## src/rtl/cpu_pkg.sv

```systemverilog
// Shared definitions for the yIF/yID/yEX/yDM/yWB datapath control:
// opcode constants, sequencer state encodings and PC source select codes.
package cpu_pkg;

  localparam logic [6:0] OP_R   = 7'b0110011;
  localparam logic [6:0] OP_I   = 7'b0010011;
  localparam logic [6:0] OP_LW  = 7'b0000011;
  localparam logic [6:0] OP_SW  = 7'b0100011;
  localparam logic [6:0] OP_BEQ = 7'b1100011;
  localparam logic [6:0] OP_JAL = 7'b1101111;

  typedef enum logic [2:0] {
    ST_IDLE   = 3'd0,
    ST_FETCH  = 3'd1,
    ST_DECODE = 3'd2,
    ST_EXEC   = 3'd3,
    ST_MEM    = 3'd4,
    ST_WB     = 3'd5,
    ST_HALT   = 3'd6,
    ST_BAD    = 3'd7
  } state_t;

  typedef enum logic [1:0] {
    PC_P4    = 2'd0,
    PC_BR    = 2'd1,
    PC_JAL   = 2'd2,
    PC_ENTRY = 2'd3
  } pc_sel_t;

endpackage

```

## src/rtl/yC1.sv

```systemverilog
// Opcode classifier: one flag per supported instruction class.
// An opcode matching none of the classes is treated as unknown by the caller.
module yC1
  import cpu_pkg::*;
(
  output logic       isStype,
  output logic       isRtype,
  output logic       isItype,
  output logic       isLw,
  output logic       isjump,
  output logic       isbranch,
  input  logic [6:0] opCode
);

  assign isStype  = (opCode == OP_SW);
  assign isRtype  = (opCode == OP_R);
  assign isItype  = (opCode == OP_I);
  assign isLw     = (opCode == OP_LW);
  assign isjump   = (opCode == OP_JAL);
  assign isbranch = (opCode == OP_BEQ);

endmodule

```

## src/rtl/multicycle_ctrl.sv

```systemverilog
// Multi-cycle sequencer: walks each instruction through fetch/decode/exec/mem/wb,
// generating per-phase strobes, memory wait states, retire counting and halt/restart.
module multicycle_ctrl
  import cpu_pkg::*;
#(
  parameter int XLEN     = 32,
  parameter int MEM_LAT  = 1,
  parameter int MAX_INSN = 43,
  parameter int CNT_W    = 16
) (
  input  logic             clk,
  input  logic             reset,
  input  logic             INT,
  input  logic [XLEN-1:0]  entryPoint,
  input  logic [6:0]       opCode,
  input  logic             zero,
  output logic             pcWrite,
  output logic [1:0]       pcSel,
  output logic             irWrite,
  output logic             memRead,
  output logic             memWrite,
  output logic             RegWrite,
  output logic [2:0]       state,
  output logic [CNT_W-1:0] insCount,
  output logic             halted,
  output logic             illegal
);

  localparam int WAIT_W = (MEM_LAT > 0) ? $clog2(MEM_LAT + 1) : 1;
  localparam logic [WAIT_W-1:0] WAIT_LAST = WAIT_W'(MEM_LAT);
  localparam logic [CNT_W-1:0]  LIMIT     = CNT_W'(MAX_INSN);

  state_t            st_q, st_d;
  logic [WAIT_W-1:0] wait_q;
  logic [CNT_W-1:0]  cnt_q, cnt_inc;
  logic              illegal_q, int_pend;
  logic              last, retire, cnt_clear, set_ill, clr_ill, int_ack;
  logic              pc_write, ir_write, mem_read, mem_write, reg_write;
  pc_sel_t           pc_sel;
  logic              is_s, is_r, is_i, is_lw, is_j, is_b;

  // The PC mux lives in the datapath; the entry point is only carried through here.
  logic unused_entry;
  assign unused_entry = ^entryPoint;

  yC1 u_yc1 (
    .isStype (is_s),
    .isRtype (is_r),
    .isItype (is_i),
    .isLw    (is_lw),
    .isjump  (is_j),
    .isbranch(is_b),
    .opCode  (opCode)
  );

  assign last    = (wait_q == WAIT_LAST);
  assign cnt_inc = (cnt_q == '1) ? cnt_q : cnt_q + 1'b1;

  always_comb begin
    st_d      = st_q;
    pc_write  = 1'b0;
    pc_sel    = PC_P4;
    ir_write  = 1'b0;
    mem_read  = 1'b0;
    mem_write = 1'b0;
    reg_write = 1'b0;
    retire    = 1'b0;
    cnt_clear = 1'b0;
    set_ill   = 1'b0;
    clr_ill   = 1'b0;
    int_ack   = 1'b0;
    unique case (st_q)
      ST_IDLE: begin
        pc_write  = 1'b1;
        pc_sel    = PC_ENTRY;
        cnt_clear = 1'b1;
        st_d      = ST_FETCH;
      end
      ST_FETCH: begin
        mem_read = 1'b1;
        if (last) begin
          ir_write = 1'b1;
          st_d     = ST_DECODE;
        end
      end
      ST_DECODE: st_d = ST_EXEC;
      ST_EXEC: begin
        if (is_r || is_i || is_j) begin
          st_d = ST_WB;
        end else if (is_lw || is_s) begin
          st_d = ST_MEM;
        end else if (is_b) begin
          retire   = 1'b1;
          pc_write = 1'b1;
          pc_sel   = zero ? PC_BR : PC_P4;
        end else begin
          set_ill = 1'b1;
          st_d    = ST_HALT;
        end
      end
      ST_MEM: begin
        if (is_s) begin
          if (last) begin
            mem_write = 1'b1;
            pc_write  = 1'b1;
            retire    = 1'b1;
          end
        end else begin
          mem_read = 1'b1;
          if (last) st_d = ST_WB;
        end
      end
      ST_WB: begin
        reg_write = 1'b1;
        pc_write  = 1'b1;
        pc_sel    = is_j ? PC_JAL : PC_P4;
        retire    = 1'b1;
      end
      default: begin
        // HALT, and the unreachable encoding 7 which behaves identically.
        if (INT || int_pend) begin
          st_d      = ST_IDLE;
          clr_ill   = 1'b1;
          cnt_clear = 1'b1;
          int_ack   = 1'b1;
        end
      end
    endcase

    // A pending interrupt redirects the retire to the entry point and skips the halt check.
    if (retire) begin
      if (int_pend) begin
        pc_sel    = PC_ENTRY;
        cnt_clear = 1'b1;
        int_ack   = 1'b1;
        st_d      = ST_FETCH;
      end else if (MAX_INSN != 0 && cnt_inc == LIMIT) begin
        st_d = ST_HALT;
      end else begin
        st_d = ST_FETCH;
      end
    end
  end

  always_ff @(posedge clk or posedge reset) begin
    if (reset) begin
      st_q      <= ST_IDLE;
      wait_q    <= '0;
      cnt_q     <= '0;
      illegal_q <= 1'b0;
      int_pend  <= 1'b0;
    end else begin
      st_q <= st_d;
      if (st_d == st_q && (st_q == ST_FETCH || st_q == ST_MEM)) wait_q <= wait_q + 1'b1;
      else                                                      wait_q <= '0;
      if (cnt_clear)   cnt_q <= '0;
      else if (retire) cnt_q <= cnt_inc;
      if (set_ill)      illegal_q <= 1'b1;
      else if (clr_ill) illegal_q <= 1'b0;
      if (int_ack)  int_pend <= 1'b0;
      else if (INT) int_pend <= 1'b1;
    end
  end

  // Strobes are forced low while reset is held so IDLE's PC load cannot leak out.
  assign pcWrite  = pc_write  & ~reset;
  assign pcSel    = reset ? '0 : pc_sel;
  assign irWrite  = ir_write  & ~reset;
  assign memRead  = mem_read  & ~reset;
  assign memWrite = mem_write & ~reset;
  assign RegWrite = reg_write & ~reset;
  assign state    = st_q;
  assign insCount = cnt_q;
  assign halted   = (st_q == ST_HALT) || (st_q == ST_BAD);
  assign illegal  = illegal_q || (st_q == ST_BAD);

endmodule

```

## config.mk

```make
export PLATFORM = sky130hd
export DESIGN_NAME = multicycle_ctrl
export DESIGN_NICKNAME = d
export VERILOG_FILES = /design/src/rtl/cpu_pkg.sv /design/src/rtl/yC1.sv /design/src/rtl/multicycle_ctrl.sv
export SDC_FILE = /design/constraint.sdc
export NUM_CORES = 1
export LEC_CHECK = 0
export CORE_MARGIN = 2
export CORE_UTILIZATION = 32
export DETAILED_ROUTE_END_ITERATION = 6
export SYNTH_ARGS = -nofsm -noshare
export SYNTH_HDL_FRONTEND = slang
export SYNTH_SLANG_ARGS = --single-unit
```

## constraint.sdc

```tcl
create_clock -name clk -period 2.9 [get_ports clk]
set_clock_uncertainty 0.05 [all_clocks]
set_input_delay 0.725 -clock clk [delete_from_list [all_inputs] [get_ports clk]]
set_output_delay 0.725 -clock clk [all_outputs]
set_load 0.02 [all_outputs]
```

# Word level (Yosys, flattened, before mapping)
# Cells that the tools add are included.
[totals] regBits=22 word_cells=95 in_bits=43 out_inout_bits=28
[op_classes] add_sub_neg=2 eq_ne=16 bitwise=6 n_mux=51 n_reduce_logical=15
[op_table] cell="16-bit two-way mux" n=3
[op_table] cell="3-bit two-way mux" n=10
[op_table] cell="1-bit two-way mux" n=28
[op_table] cell="3-bit case mux with 6 select lines" n=1
[op_table] cell="16-bit by 1-bit adder with 16-bit output, second input constant" n=1
[op_table] cell="16-bit equality test, second input constant" n=1
[op_table] cell="16-bit by 6-bit equality test with 1-bit output, second input constant" n=1
[op_table] cell="7-bit by 6-bit equality test with 1-bit output, second input constant" n=2
[op_table] cell="7-bit equality test, second input constant" n=2
[op_table] cell="3-bit equality test, second input constant" n=4
[op_table] cell="2-bit two-way mux" n=4
[op_table] cell="7-bit by 2-bit equality test with 1-bit output, second input constant" n=1
[op_table] cell="7-bit by 5-bit equality test with 1-bit output, second input constant" n=1
[op_table] cell="1-bit logical OR" n=7
[op_table] cell="3-bit by 2-bit equality test with 1-bit output, second input constant" n=2
[op_table] cell="1-bit case mux with 3 select lines" n=2
[op_table] cell="2-bit case mux with 3 select lines" n=1
[op_table] cell="2-bit nonzero test" n=3
[op_table] cell="6-bit OR reduction" n=1
[op_table] cell="1-bit bitwise AND" n=5
[op_table] cell="5-bit OR reduction" n=1
[op_table] cell="1-bit case mux with 2 select lines" n=2
[op_table] cell="3-bit by 1-bit equality test with 1-bit output, second input constant" n=1
[op_table] cell="3-bit equality test" n=1
[op_table] cell="other kinds (5)" n=5

# Depth between registers and ports, before layout
[depth] word_depth=9 mapped_depth=8 depth_no_buf=7

# Cells and area by module
# Synthesis repeated with hierarchy kept, for this count alone.
[unflattened] hier_cells=208 area_unflattened_um2=1735.4
[modules_own_cells] mod="multicycle_ctrl" cells_each=199 seq_area_each_um2=550.5 instances=1 area_per_inst_um2=1641.6
[modules_own_cells] mod="yC1" cells_each=9 seq_area_each_um2=0.0 instances=1 area_per_inst_um2=93.8

# Least setup slack after synthesis
# OpenSTA, ideal clock, no wires.
[synth_path] path_type="in2out" from="input port opCode[2]" to="output port pcSel[0]" required_ps=2125 cell_stages=6 slack_ps=-96 t_arrival_ps=2221 path_buffers=1 cell_sequence="or2_1 -> or4_1 -> o21a_1 -> buf_2 -> o32a_1 -> nor2_1"
[synth_via] elab_chain_len=8 elab_cells_between_ends=21 cone_classes="6 x eq/ne; 12 x mux; 3 x reduce/logical"
[synth_lines] element="start, declared" line_no="multicycle_ctrl.sv:15" rtl="input logic [6:0] opCode,"
[synth_lines] element="7-bit equality test, or another cell as far along" line_no="yC1.sv:20" rtl="assign isbranch = (opCode == OP_BEQ);"
[synth_lines] element="1-bit two-way mux, or another cell as far along" line_no="multicycle_ctrl.sv:92" rtl="end else if (is_b) begin"
[synth_lines] element="1-bit two-way mux / 1-bit logical OR (equally long branches)" line_no="multicycle_ctrl.sv:90, multicycle_ctrl.sv:88"
[synth_lines] element="1-bit two-way mux" line_no="multicycle_ctrl.sv:88" rtl="if (is_r || is_i || is_j) begin"
[synth_lines] element="2-bit case mux with 3 select lines" line_no="multicycle_ctrl.sv:72" rtl="unique case (st_q)"
[synth_lines] element="2-bit two-way mux" line_no="multicycle_ctrl.sv:132" rtl="if (int_pend) begin"
[synth_lines] element="2-bit two-way mux *" line_no="multicycle_ctrl.sv:131" rtl="if (retire) begin"
[synth_lines] element="2-bit two-way mux *" line_no="multicycle_ctrl.sv:167" rtl="assign pcSel = reset ? '0 : pc_sel;"
[synth_lines] element="end, declared" line_no="multicycle_ctrl.sv:18" rtl="output logic [1:0] pcSel,"
# Every way passes the cells marked *; elsewhere a longest branch is shown, timed or not.

# Final worst setup path
# Ends and elaborated chain as after synthesis.

==> impl_summary.log <==
[metrics] overall global routing resource usage: 17.2%
[metrics] async set-or-reset flop fraction in the synthesized netlist: 100%
[metrics] final period utilization: 101%
[metrics] maximum buffer depth of the clock tree: 2
[metrics] half-perimeter wire length after placement: 3.50 mm
[metrics] fill cell count: 503
[metrics] final routed DRC violation total: 0
[metrics] Max Cap Viol: 0
[metrics] synthesis warning total: 0
[metrics] EDFF count, synth: 0
[metrics] Port-buffer cells: 38
[metrics] kind of launch point of the worst setup path: primary input
[metrics] register clock-pin slew on the reported worst setup and hold paths: 0.07 ns
[metrics] post-synthesis register bit count: 22
[metrics] cts bufs inserted: 3
[metrics] RSZ-0062 raised after global routing: yes
[metrics] post-route core utilization: 48.6%
[metrics] CTS Root Cell: clkbuf_8
[metrics] Max transition margin: 63.1%
[metrics] endpoints failing hold: 0
[metrics] actual transition at the worst max-transition pin: 0.549 ns
[metrics] worst vdd rail ir drop: 0.000337 V
[metrics] starting utilization of the core area: 32.9%
[metrics] Avg Inst Size Synth: 8.28 um^2
[metrics] area used by multi-input combinational logic: 1070 um^2
[metrics] wire length of the first global-routing pass: 8.31 mm
[metrics] largest net degree at the start of global routing: 23
[metrics] minimum clock period: 2.94 ns
[metrics] Placement Rows: 26
[metrics] violated checks: setup timing
[metrics] initial antenna violation count: 0
[metrics] floorplan die width: 76.0 um
[metrics] via count: 1774
[metrics] longest individual stage delay on the worst path: 0.57 ns
[metrics] total nets after synthesis: 244
[metrics] startpoint of the tightest hold check path: illegal_q$_DFFE_PP0P_
[metrics] CORE AREA: 5040 um^2
[metrics] overflow left after global routing: 0
[metrics] achievable clock frequency: 340 MHz
[metrics] CTS tree: yes
[metrics] average wire per cell in the routed design: 14.4 um
[metrics] FF-to-FF path depth: 7
[metrics] Synth Instances: 200
[metrics] Area Overhead vs Synth: 48.0%
[metrics] remaining antenna violation count: 0
[metrics] Reg area: 551 um^2
[metrics] floorplan die area: 5770 um^2
[metrics] RePlAce Congestion: 0.848
[metrics] vias in the first global route: 1773
[metrics] count of pins on the block boundary: 71
[metrics] setup slack of the worst register-to-register path: 0.19 ns
[metrics] required time of the worst setup path: 2.12 ns
[metrics] Net count, final: 312
[metrics] cells along the critical path: buf_8 -> or2_1 -> or4_4 -> o21a_1 -> o32a_1 -> nor2_4 -> buf_6
[metrics] commonest non-fill, non-tap cells in the layout: buf_4, nor2_1, clkdlybuf4s50_1, dfrtp_1, nand2_1
[metrics] kind of critical path: primary input to output port
[metrics] clock sink count: 22
[metrics] number of vias per cell: 5.26
[metrics] layout cells sized above 1: 26.6%
[metrics] Netlist Area Pre-Place: 1660 um^2
[metrics] number of optimization iterations in the first detailed-route pass: 4
[metrics] Worst Hold Path Cells: 2
[metrics] dominant register cell in the synthesized netlist: dfrtp_1
[metrics] number of slew-limit violations in the final report: 0
[metrics] Place WS: -0.839 ns
[metrics] crit end category: output port
[metrics] Die Y: 76.0 um
[metrics] count of final setup violators: 1
[metrics] final worst-path setup slack: -0.0433 ns
[metrics] CP Data Arrival Time: 2.17 ns
[metrics] H-Tree Level Count: 1
[metrics] Detailed Route WL: 4.86 mm
[metrics] run status: complete, but fails checks
[metrics] Antenna diodes: 0
[metrics] later-pin clock latency in the skew report: 0.27 ns
[metrics] most common cell after layout, fill and taps aside: buf_4
[metrics] portion of the post-synthesis area used by sequential elements: 33.2%
[metrics] cell with the largest stage delay on the worst path: or4_4
[metrics] worst r2r src: insCount[1]$_DFFE_PP0P_
[metrics] worst min-delay path endpoint: illegal_q$_DFFE_PP0P_
[metrics] number of hold buffers added after cts: 0
[metrics] number of distinct standard cells referenced by the synthesized netlist: 55
[metrics] Worst R2R End: state[0]$_DFF_PP0_
[metrics] leakage power summed over all cells: 1.03 nW
[metrics] number of violations reported at the end of detailed-routing iteration 0: 108
[metrics] Max Fanout on Critical Path: 3
[metrics] min-delay worst type: register to register
[metrics] power density of the placed cells: 630 nW/um^2
## area by class of cell
class                           count  share of cell area [%]
Clock buffer                        4                    2.25
Multi-Input combinational cell    162                    43.8
Sequential cell                    22                    22.5
Inverter                            3                   0.459
Timing Repair Buffer               76                    27.4
Tap cell                           70                    3.57
## worst max-delay path by stage
stage	from	endpoint	slack (ns)	cells after the start
2_1_floorplan	opCode[2]	pcSel[0]	0.01	6
3_3_place_gp	opCode[2]	pcSel[0]	-0.82	7
3_5_place_dp	opCode[2]	pcSel[1]	-0.84	7
4_1_cts	opCode[3]	pcSel[0]	-0.02	7
5_1_grt	opCode[2]	pcSel[0]	-0.11	7
6_report	opCode[2]	pcSel[0]	-0.04	7
## cells in the mapped netlist (2+ instances only)
| cell | n | area share (%) |
|---|---|---|
| dfrtp_1 | 22 | 33 |
| and2_1 | 3 | 1.1 |
| xnor2_1 | 4 | 2.1 |
| a211oi_1 | 5 | 2.3 |
| buf_6 | 2 | 1.4 |
| inv_1 | 3 | 0.68 |
| a21oi_1 | 12 | 3.6 |
| nor2_1 | 26 | 5.9 |
| or4_4 | 2 | 1.4 |
| nor2b_1 | 2 | 0.76 |
| a21o_1 | 2 | 0.91 |
| clkbuf_1 | 4 | 0.91 |
| mux2_2 | 2 | 1.4 |
| o21ai_0 | 7 | 2.1 |
| nand3b_1 | 2 | 0.91 |
| and3_1 | 4 | 1.5 |
| nor3_1 | 9 | 2.7 |
| o21a_1 | 2 | 0.91 |
| nand2_1 | 14 | 3.2 |
| buf_2 | 5 | 1.5 |
| nor4_1 | 3 | 1.1 |
| or2_2 | 2 | 0.76 |
| and4_1 | 4 | 2.1 |
| nand3_1 | 11 | 3.3 |
| mux2i_1 | 3 | 1.8 |
| nand4_1 | 4 | 1.5 |
| a31oi_1 | 5 | 1.9 |
| xor2_1 | 7 | 3.7 |
| o31ai_1 | 2 | 0.91 |
| a211o_1 | 2 | 1.1 |
## power by group
part	internal, mW	switching, mW
sequential	0.359	0.0459
clock	0.121	0.101
combinational	0.423	0.494
## state kept, by name (all words and copies together) (netlist names)
register / count
illegal_q: 1
insCount: 16
int_pend: 1
last: 1
state: 3
## cell families (layout without fill, tap and decap cells)
logic type      count (synthesis)  after routing  share of synthesized area (%)
simple gates                  100            100                           33.9
compound gates                 45             45                           17.9
flops                          22             22                           33.2
buf+inv                        16             83                           5.21
xor+xnor                       11             11                           5.82
mux                             5              5                           3.17
fa+ha+maj                       1              1                          0.755
## layer usage
layer | global-route usage (%) | wire length (um) | vias up | share of wire (%)
met5 | 0 | 0 | - | 0
met1 | 22.4 | 2310 | 826 | 47
li1 | - | - | 877 | -
met4 | 7.27 | 115 | 0 | 2.4
met2 | 29.0 | 2220 | 60 | 46
met3 | 2.14 | 219 | 11 | 4.5
## critical path, delay by kind of cell
kind | cells | cell delay [ns]
buffers and inverters | 2 | 0.21
AOI/OAI and AO/OA | 2 | 0.34
and+or+nand+nor | 3 | 0.89
## per-stage QoR
step | area, um^2 | std cells | power, mW | hold slack, ns | setup TNS [ns]
after global placement | 2320 | 328 | 1.31 | 0.454 | -3.81
after global routing | 2450 | 337 | 1.65 | 0.508 | -0.143
after CTS | 2400 | 333 | 1.53 | 0.473 | -0.0220
after floorplan | 1660 | 200 | 0.911 | 0.400 | 0
final | 2450 | 337 | 1.55 | 0.466 | -0.0433
after detailed placement | 2320 | 328 | 1.31 | 0.457 | -3.91
## timing repair
action | 4_1_cts | 5_1_grt
pin swaps | 7 | 5
setup buffers | 1 | 4
endpoints found under the setup margin | 7 | 4
resized for setup | 47 | 10
(Power assumes the default switching activity.)
